===== config.mk =====
export PLATFORM = sky130hd
export DESIGN_NAME = instruction_fetch_sequencer
export DESIGN_NICKNAME = d
export VERILOG_FILES = /design/src/rtl/instruction_fetch_sequencer.sv
export SDC_FILE = /design/constraint.sdc
export NUM_CORES = 1
export LEC_CHECK = 0
export ABC_AREA = 1
export CAP_MARGIN = 25
export CORE_AREA = 2 2 86 72
export CTS_CLUSTER_DIAMETER = 100
export DETAILED_ROUTE_END_ITERATION = 10
export DIE_AREA = 0 0 88 74
export PLACE_DENSITY = 0.59
export SLEW_MARGIN = 15
export SYNTH_ARGS = -nofsm -noshare
export SYNTH_HDL_FRONTEND = slang
export SYNTH_SLANG_ARGS = --single-unit

===== constraint.sdc =====
create_clock -name CLK -period 1.8 [get_ports CLK]
set_input_delay 0.36 -clock CLK [delete_from_list [all_inputs] [get_ports CLK]]
set_output_delay 0.36 -clock CLK [all_outputs]
set_load 0.005 [all_outputs]

===== src/rtl/instruction_fetch_sequencer.sv =====
// ---------------------------------------------------------------------------
// instruction_fetch_sequencer
//
// Sequences the SAP-2 fetch cycle. It walks the PC/MAR/memory/IR controls
// through the op-code fetch, decodes the instruction length from the
// op code, fetches up to two operand bytes from the WBUS and then hands the
// instruction to the execute controller.
//
// Handshake with the execute controller: exec_start pulses for exactly one
// cycle, the first cycle of each EXEC visit. The sequencer stays in EXEC
// until exec_done is sampled high on a rising edge (that may be the same
// cycle as exec_start). exec_done is ignored in every other state.
//
// Ports
//   CLK         clock, rising edge
//   nCLR        asynchronous active-low clear
//   opcode      op code from the IR, valid from the falling edge in F_MEM
//   WBUS        bus data, captured as an operand when leaving O_MEM
//   exec_done   execute controller finished the current instruction
//   Ep          PC drives WBUS (active high)
//   nLm         MAR loads from WBUS (active low)
//   Cp          PC increment (active high)
//   nCE         memory drives WBUS (active low)
//   nLi         IR loads from WBUS (active low)
//   exec_start  one-cycle pulse: instruction and operands ready
//   operand_lo  first operand byte (low byte / immediate)
//   operand_hi  second operand byte (high address byte)
//   instr_len   length of current instruction (1..3), 0 before first decode
//   halted      sequencer stopped on HLT
//   state       current state encoding, for debug
// ---------------------------------------------------------------------------
module instruction_fetch_sequencer #(
    parameter int                    DATA_WIDTH = 8,
    parameter logic [DATA_WIDTH-1:0] HLT_OPCODE = 8'h76
) (
    input  logic                  CLK,
    input  logic                  nCLR,
    input  logic [DATA_WIDTH-1:0] opcode,
    input  logic [DATA_WIDTH-1:0] WBUS,
    input  logic                  exec_done,
    output logic                  Ep,
    output logic                  nLm,
    output logic                  Cp,
    output logic                  nCE,
    output logic                  nLi,
    output logic                  exec_start,
    output logic [DATA_WIDTH-1:0] operand_lo,
    output logic [DATA_WIDTH-1:0] operand_hi,
    output logic [1:0]            instr_len,
    output logic                  halted,
    output logic [3:0]            state
);

    typedef enum logic [3:0] {
        S_IDLE   = 4'd0,
        S_F_ADDR = 4'd1,
        S_F_INCR = 4'd2,
        S_F_MEM  = 4'd3,
        S_O_ADDR = 4'd4,
        S_O_INCR = 4'd5,
        S_O_MEM  = 4'd6,
        S_EXEC   = 4'd7,
        S_HALT   = 4'd8
    } state_t;

    state_t                r_state;
    state_t                w_next;
    logic [1:0]            w_len;
    logic [1:0]            r_remaining;
    logic                  r_ep, r_nlm, r_cp, r_nce, r_nli;
    logic                  r_exec_start, r_halted;
    logic [DATA_WIDTH-1:0] r_operand_lo, r_operand_hi;
    logic [1:0]            r_instr_len;

    // Instruction length from the op code.
    always_comb begin
        w_len = 2'd1;
        case (opcode)
            8'hC2, 8'hC3, 8'hCA, 8'hCD, 8'hFA, 8'h3A, 8'h32:
                w_len = 2'd3;
            8'h06, 8'h0E, 8'h3E, 8'hDB, 8'hD3, 8'hE6, 8'hEE, 8'hF6:
                w_len = 2'd2;
            default:
                w_len = 2'd1;
        endcase
    end

    // Next-state decode; unused encodings fall back to IDLE.
    always_comb begin
        w_next = S_IDLE;
        case (r_state)
            S_IDLE:   w_next = S_F_ADDR;
            S_F_ADDR: w_next = S_F_INCR;
            S_F_INCR: w_next = S_F_MEM;
            S_F_MEM: begin
                if (opcode == HLT_OPCODE)
                    w_next = S_HALT;
                else if (w_len > 2'd1)
                    w_next = S_O_ADDR;
                else
                    w_next = S_EXEC;
            end
            S_O_ADDR: w_next = S_O_INCR;
            S_O_INCR: w_next = S_O_MEM;
            S_O_MEM:  w_next = (r_remaining > 2'd1) ? S_O_ADDR : S_EXEC;
            S_EXEC:   w_next = exec_done ? S_F_ADDR : S_EXEC;
            S_HALT:   w_next = S_HALT;
            default:  w_next = S_IDLE;
        endcase
    end

    // State, datapath registers and control outputs. Controls are registered
    // from the next state so each one is a pure function of the state held.
    always_ff @(posedge CLK or negedge nCLR) begin
        if (!nCLR) begin
            r_state      <= S_IDLE;
            r_remaining  <= 2'd0;
            r_operand_lo <= '0;
            r_operand_hi <= '0;
            r_instr_len  <= 2'd0;
            r_ep         <= 1'b0;
            r_nlm        <= 1'b1;
            r_cp         <= 1'b0;
            r_nce        <= 1'b1;
            r_nli        <= 1'b1;
            r_exec_start <= 1'b0;
            r_halted     <= 1'b0;
        end else begin
            r_state <= w_next;

            if (r_state == S_F_MEM && opcode != HLT_OPCODE) begin
                r_instr_len  <= w_len;
                r_remaining  <= w_len - 2'd1;
                r_operand_lo <= '0;
                r_operand_hi <= '0;
            end

            if (r_state == S_O_MEM) begin
                // First operand of the instruction goes to the low byte:
                // that is the only operand of a 2-byte instruction, or the
                // one fetched while two remain for a 3-byte instruction.
                if (r_instr_len == 2'd2 || r_remaining == 2'd2)
                    r_operand_lo <= WBUS;
                else
                    r_operand_hi <= WBUS;
                r_remaining <= r_remaining - 2'd1;
            end

            r_ep         <= (w_next == S_F_ADDR) || (w_next == S_O_ADDR);
            r_nlm        <= !((w_next == S_F_ADDR) || (w_next == S_O_ADDR));
            r_cp         <= (w_next == S_F_INCR) || (w_next == S_O_INCR);
            r_nce        <= !((w_next == S_F_MEM) || (w_next == S_O_MEM));
            r_nli        <= !(w_next == S_F_MEM);
            r_halted     <= (w_next == S_HALT);
            // Pulse only on entry into EXEC, not while waiting there.
            r_exec_start <= (w_next == S_EXEC) && (r_state != S_EXEC);
        end
    end

    assign Ep         = r_ep;
    assign nLm        = r_nlm;
    assign Cp         = r_cp;
    assign nCE        = r_nce;
    assign nLi        = r_nli;
    assign exec_start = r_exec_start;
    assign operand_lo = r_operand_lo;
    assign operand_hi = r_operand_hi;
    assign instr_len  = r_instr_len;
    assign halted     = r_halted;
    assign state      = r_state;

endmodule


### Word-level counts from Yosys, hierarchy flattened

Cells that the tools add are included.

| word-level totals | value |
|---|---|
| bits in registers | 31 |
| input port bits | 19 |
| logic and storage cells | 79 |

| operators by class | value |
|---|---|
| add/sub/neg operators | 2 |
| $lt $le $gt $ge | 2 |
| equality and inequality tests | 36 |
| muxes and demuxes | 14 |
| reduce and logical (&&, ||, !) cells | 13 |

Operator list:

| cell | count |
|---|---|
| == test 8 bit, second input constant | 10 |
| two-way mux 8 bit | 6 |
| case mux 4 bit (9 select lines) | 1 |
| == test 4 x 3 -> 1 bit, second input constant | 8 |
| == test 8 x 6 -> 1 bit, second input constant | 3 |
| == test 4 x 2 -> 1 bit, second input constant | 4 |
| == test 4 x 1 -> 1 bit, second input constant | 2 |
| == test 4 bit, second input constant | 2 |
| == test 8 x 3 -> 1 bit, second input constant | 1 |
| == test 8 x 4 -> 1 bit, second input constant | 1 |
| == test 8 x 7 -> 1 bit, second input constant | 1 |
| two-way mux 2 bit | 4 |
| != test 8 x 7 -> 1 bit, second input constant | 1 |
| OR reduction 8 bit | 1 |
| OR reduction 7 bit | 1 |
| == test 2 bit, second input constant | 2 |
| > comparator 2 x 1 -> 1 bit, second input constant | 2 |
| zero test 4 bit | 1 |
| logical OR 1 bit | 4 |
| two-way mux 4 bit | 1 |
| != test 4 x 3 -> 1 bit, second input constant | 1 |
| case mux 2 bit (2 select lines) | 1 |
| subtractor 2 x 1 -> 2 bit, second input constant | 2 |
| zero test 1 bit | 3 |
| other kinds (3) | 4 |

### Logic depth before layout (Yosys ltp)

| depth | value |
|---|---|
| depth in word-level cells | 10 |
| depth in mapped cells | 11 |

### Least setup slack after synthesis

No wires, ideal clock.

| timing | value |
|---|---|
| kind | register to register |
| start | register r_state[3] (netlist: state[3]) |
| end | register r_operand_lo[5] (netlist: operand_lo[5]) |
| library setup time | 0.117 ns |
| data arrival time | 1.278 ns |
| data required time | 1.683 ns |
| setup slack | 0.405 ns |
| stages on the path, launching flop included | 8 |
| buffers on the path | 2 |
| cell sequence | dfrtp_1 nor2_4 nand2_4 or2_1 buf_6 buf_12 nand3_2 o21ai_2 |

| between the ends | value |
|---|---|
| cells in the longest elaborated chain, start to end | 5 |
| elaborated cells between the ends (all ways) | 6 |

RTL lines:

| what | line | text |
|---|---|---|
| from (decl) | 66 | `state_t r_state;` |
| from (signal assigned) | 129 | `r_state <= w_next;` |
| == test 4 x 2 -> 1 bit | 131 | `if (r_state == S_F_MEM && opcode != HLT_OPCODE) begin` |
| logical AND 1 bit | 131 |  |
| two-way mux 8 bit | 131 |  |
| two-way mux 8 bit | 142 | `if (r_instr_len == 2'd2 \|\| r_remaining == 2'd2)` |
| two-way mux 8 bit (*) | 138 | `if (r_state == S_O_MEM) begin` |
| to (signal assigned) | 118 | `r_operand_lo <= '0;` |
| to (signal assigned) | 134 | `r_operand_lo <= '0;` |
| to (signal assigned) | 143 | `r_operand_lo <= WBUS;` |
| to (decl) | 72 | `logic [DATA_WIDTH-1:0] r_operand_lo, r_operand_hi;` |

Mark *: on every way between the ends. The rest lies on a longest branch, timed or not.
A chain may end at the register's enable or synchronous reset.

### Final worst setup path

| timing | value |
|---|---|
| start | register r_state[1] (netlist: state[1]) |
| end | output port state[1] |

RTL lines:

| what | line | text |
|---|---|---|
| to (decl) | 51 | `output logic [3:0] state` |

No word-level cell between the ends.

==> impl_metrics.py <==
metrics = {
    "run_status": {
        "status": "completed",
    },
    "critical_path": {
        "cp-start-kind": "flop",
        "crit_arrival_ps": 1280,
        "critPathMaxStageDelay_ps": 540,
        "crit_chain": "clkdlybuf4s50_1",
        "crit_buf_inv": 1,
        "endpoint_kind": "output pin",
        "reg2reg_depth": 5,
        "crit_path_top_delay_cell": "clkdlybuf4s50_1",
        "worstPathRequired_ps": 1440,
        "r2r_start": "state[3]",
        "worstPathMaxFanout": 7,
        "reg2reg_slack_ps": 230,
        "crit_family": "buffers and inverters",
        "criticalPathCategory": "reg -> out",
        "cp.depth": 1,
        "cp-startpoint": "state[1]",
        "worstReg2RegEnd": "operand_lo[7]",
        "critical_path.endpoint": "state[1]",
    },
    "routing": {
        "wl_um": 3600,
        "post_drt_wl_per_cell_um": 11.0,
        "ant_nets": 0,
        "routed_via_density": 4.14,
        "vias": 1353,
        "drc": 0,
        "drt_iter0_markers": 42,
        "drt_pre_antenna_iters": 4,
    },
    "sta": {
        "max_slew_margin_pct": 72.1,
        "rsz0062_at_grt": "no",
        "finalCritPeriodShare_pct": 91.1,
        "holdWs_ps": 477,
        "setup_violations": 0,
        "fin_crit_ps": 1640,
        "worstMarginPinSlew_ps": 418,
        "finalClockSkew_ps": 8.27,
        "fin_ws_ps": 160,
        "clock.fmax_mhz": 610,
        "hold_viol_final": 0,
        "report.final.slew_viol_count": 0,
    },
    "cts": {
        "hold_buffers": 0,
        "cts_made_buffers": 5,
        "cts_tree": "done",
        "cts.reportedPaths.clkPinSlew_ps": 70,
        "cts-resized-gates": 1,
        "root_buffer": "clkbuf_8",
        "numClockSinks": 31,
        "clockBufferDepth": 2,
        "postCtsSetupRepairBufs": 0,
        "cts_htree_levels": 2,
        "clk_latency_ps": 280,
    },
    "logic_synthesis": {
        "synth.avg_cell_area_um2": 8.75,
        "ys_top_cells_by_area": "dfrtp_1 (43%), nand2_1 (7.8%), nand3_1 (6.7%)",
        "synth.distinct_cells": 30,
        "yosysTopAreaCellShare_pct": 42.6,
        "syn_area_um2": 1640,
        "ys_ff_latch": 31,
        "syn_nets": 209,
        "synth_area_leader_cell": "dfrtp_1",
        "ys.warnings.count": 0,
        "synthCells": 188,
        "synth-seq-area-share_pct": 47.4,
    },
    "cells_and_area": {
        "drive_gt1_share_pct": 21.1,
        "syn_to_final_growth_pct": 41.0,
        "nets": 266,
        "n_antenna_cell": 0,
        "multiInputGateArea_um2": 701,
        "final_core_utilization_pct": 41.0,
        "fillers": 587,
        "final_cells": 327,
        "register_area_um2": 779,
    },
    "global_routing": {
        "gr-usage-all-layers_pct": 11.9,
        "first_global_vias": 1283,
        "grt_pass1_wl_um": 6000,
        "antenna_found_initial": 0,
        "grt_max_degree": 32,
        "overflow": 0,
    },
    "floorplanning": {
        "die_h_um": 74,
        "die_w_um": 88,
        "rows": 25,
        "core_um2": 5660,
        "die_area_um2": 6510,
        "start_util_pct": 29.0,
        "io_pins": 48,
    },
    "place": {
        "hpwlAfterDp_um": 2660,
        "dpl.cell_count": 319,
        "gp_congestion": 0.759,
        "io_buffers": 47,
        "dp_slack_ps": -88.1,
    },
    "power_and_ir_drop": {
        "fin_total_pwr_mw": 3.46,
        "ir_worst_vdd_mv": 0.568,
        "leakagePower_nw": 1.11,
        "p_per_area_nw_per_um2": 1490,
    },
    "worst_hold_path": {
        "hp-class": "in -> async",
    },
    "job": {
        "max_cap_viol_count": 0,
    },
}
-- layout make-up --
| class | count | share of cell area [%] |
|---|---|---|
| Multi-Input combinational cell | 121 | 30.2 |
| Inverter | 32 | 5.29 |
| Clock buffer | 7 | 3.72 |
| Timing Repair Buffer | 54 | 22.6 |
| Clock inverter | 1 | 0.216 |
| Tap cell | 81 | 4.37 |
| Sequential cell | 31 | 33.6 |
-- stage by stage --
step	cell area (µm²)	TNS, ps
2_1_floorplan	1640	0
3_3_place_gp	2220	-416
3_5_place_dp	2220	-1040
4_1_cts	2320	0
5_1_grt	2320	0
6_report	2320	0
-- worst min path at each step --
stage                              from             to  slack [ps]  depth (start not counted)
after floorplan                    nCLR             Cp          60                          0
after global placement    operand_hi[1]  operand_hi[1]         500                          2
after detailed placement  operand_hi[4]  operand_hi[4]         510                          2
after CTS                          nCLR  operand_lo[3]         480                          2
after global routing               nCLR  operand_lo[3]         520                          2
final                              nCLR  operand_lo[5]         480                          2
-- synth_stat cells, drive strengths merged --
master / count
dfstp: 3
nand3: 25
o21ai: 21
ha: 2
o211ai: 1
a22o: 1
dfrtp: 28
nor3: 3
buf: 4
inv: 32
or2: 1
nor2: 18
nand4: 4
a21oi: 2
o21a: 2
nand2: 41
-- registers in the layout (all words and copies together) (netlist names) --
| name | cells |
|---|---|
| r_remaining | 2 |
| operand_hi | 8 |
| instr_len | 2 |
| operand_lo | 8 |
| state | 4 |
| nLi | 1 |
| exec_start | 1 |
| halted | 1 |
| Cp | 1 |
| Ep | 1 |
| nCE | 1 |
| nLm | 1 |
-- cell usage in the layout, fill, tap and decap left out, types with 3 or more instances in the layout --
master	count
o21ai_0	3
inv_1	25
clkbuf_8	6
dfstp_2	3
inv_2	6
nor2_1	13
clkdlybuf4s50_1	47
nand4_1	4
nor2_2	3
o21ai_2	8
o21ai_1	10
nand3_1	22
dfrtp_1	28
nand2_1	34
buf_4	7
nand2_2	4
nand2_4	3
-- metal layers --
metal  track usage, %  part of all wire [%]
met5                0                     0
met4             4.10                  0.83
met3             3.55                   3.7
met2             17.9                    45
met1             16.6                    51
-- where the power goes --
part	total (mW)	leakage (nW)	switching, mW	internal (mW)
Clock	0.570	0.0482	0.262	0.308
Sequential	1.14	0.394	0.159	0.981
Combinational	1.75	0.671	0.876	0.872
Total	3.46	1.11	1.30	2.16
-- cell families after synthesis --
family	share of synthesized area, %
compound gates	10.8
simple gates	30.1
fa+ha+maj	1.52
flops	47.4
buf+inv	10.1
No activity file was read; power rests on OpenSTA's default activity.
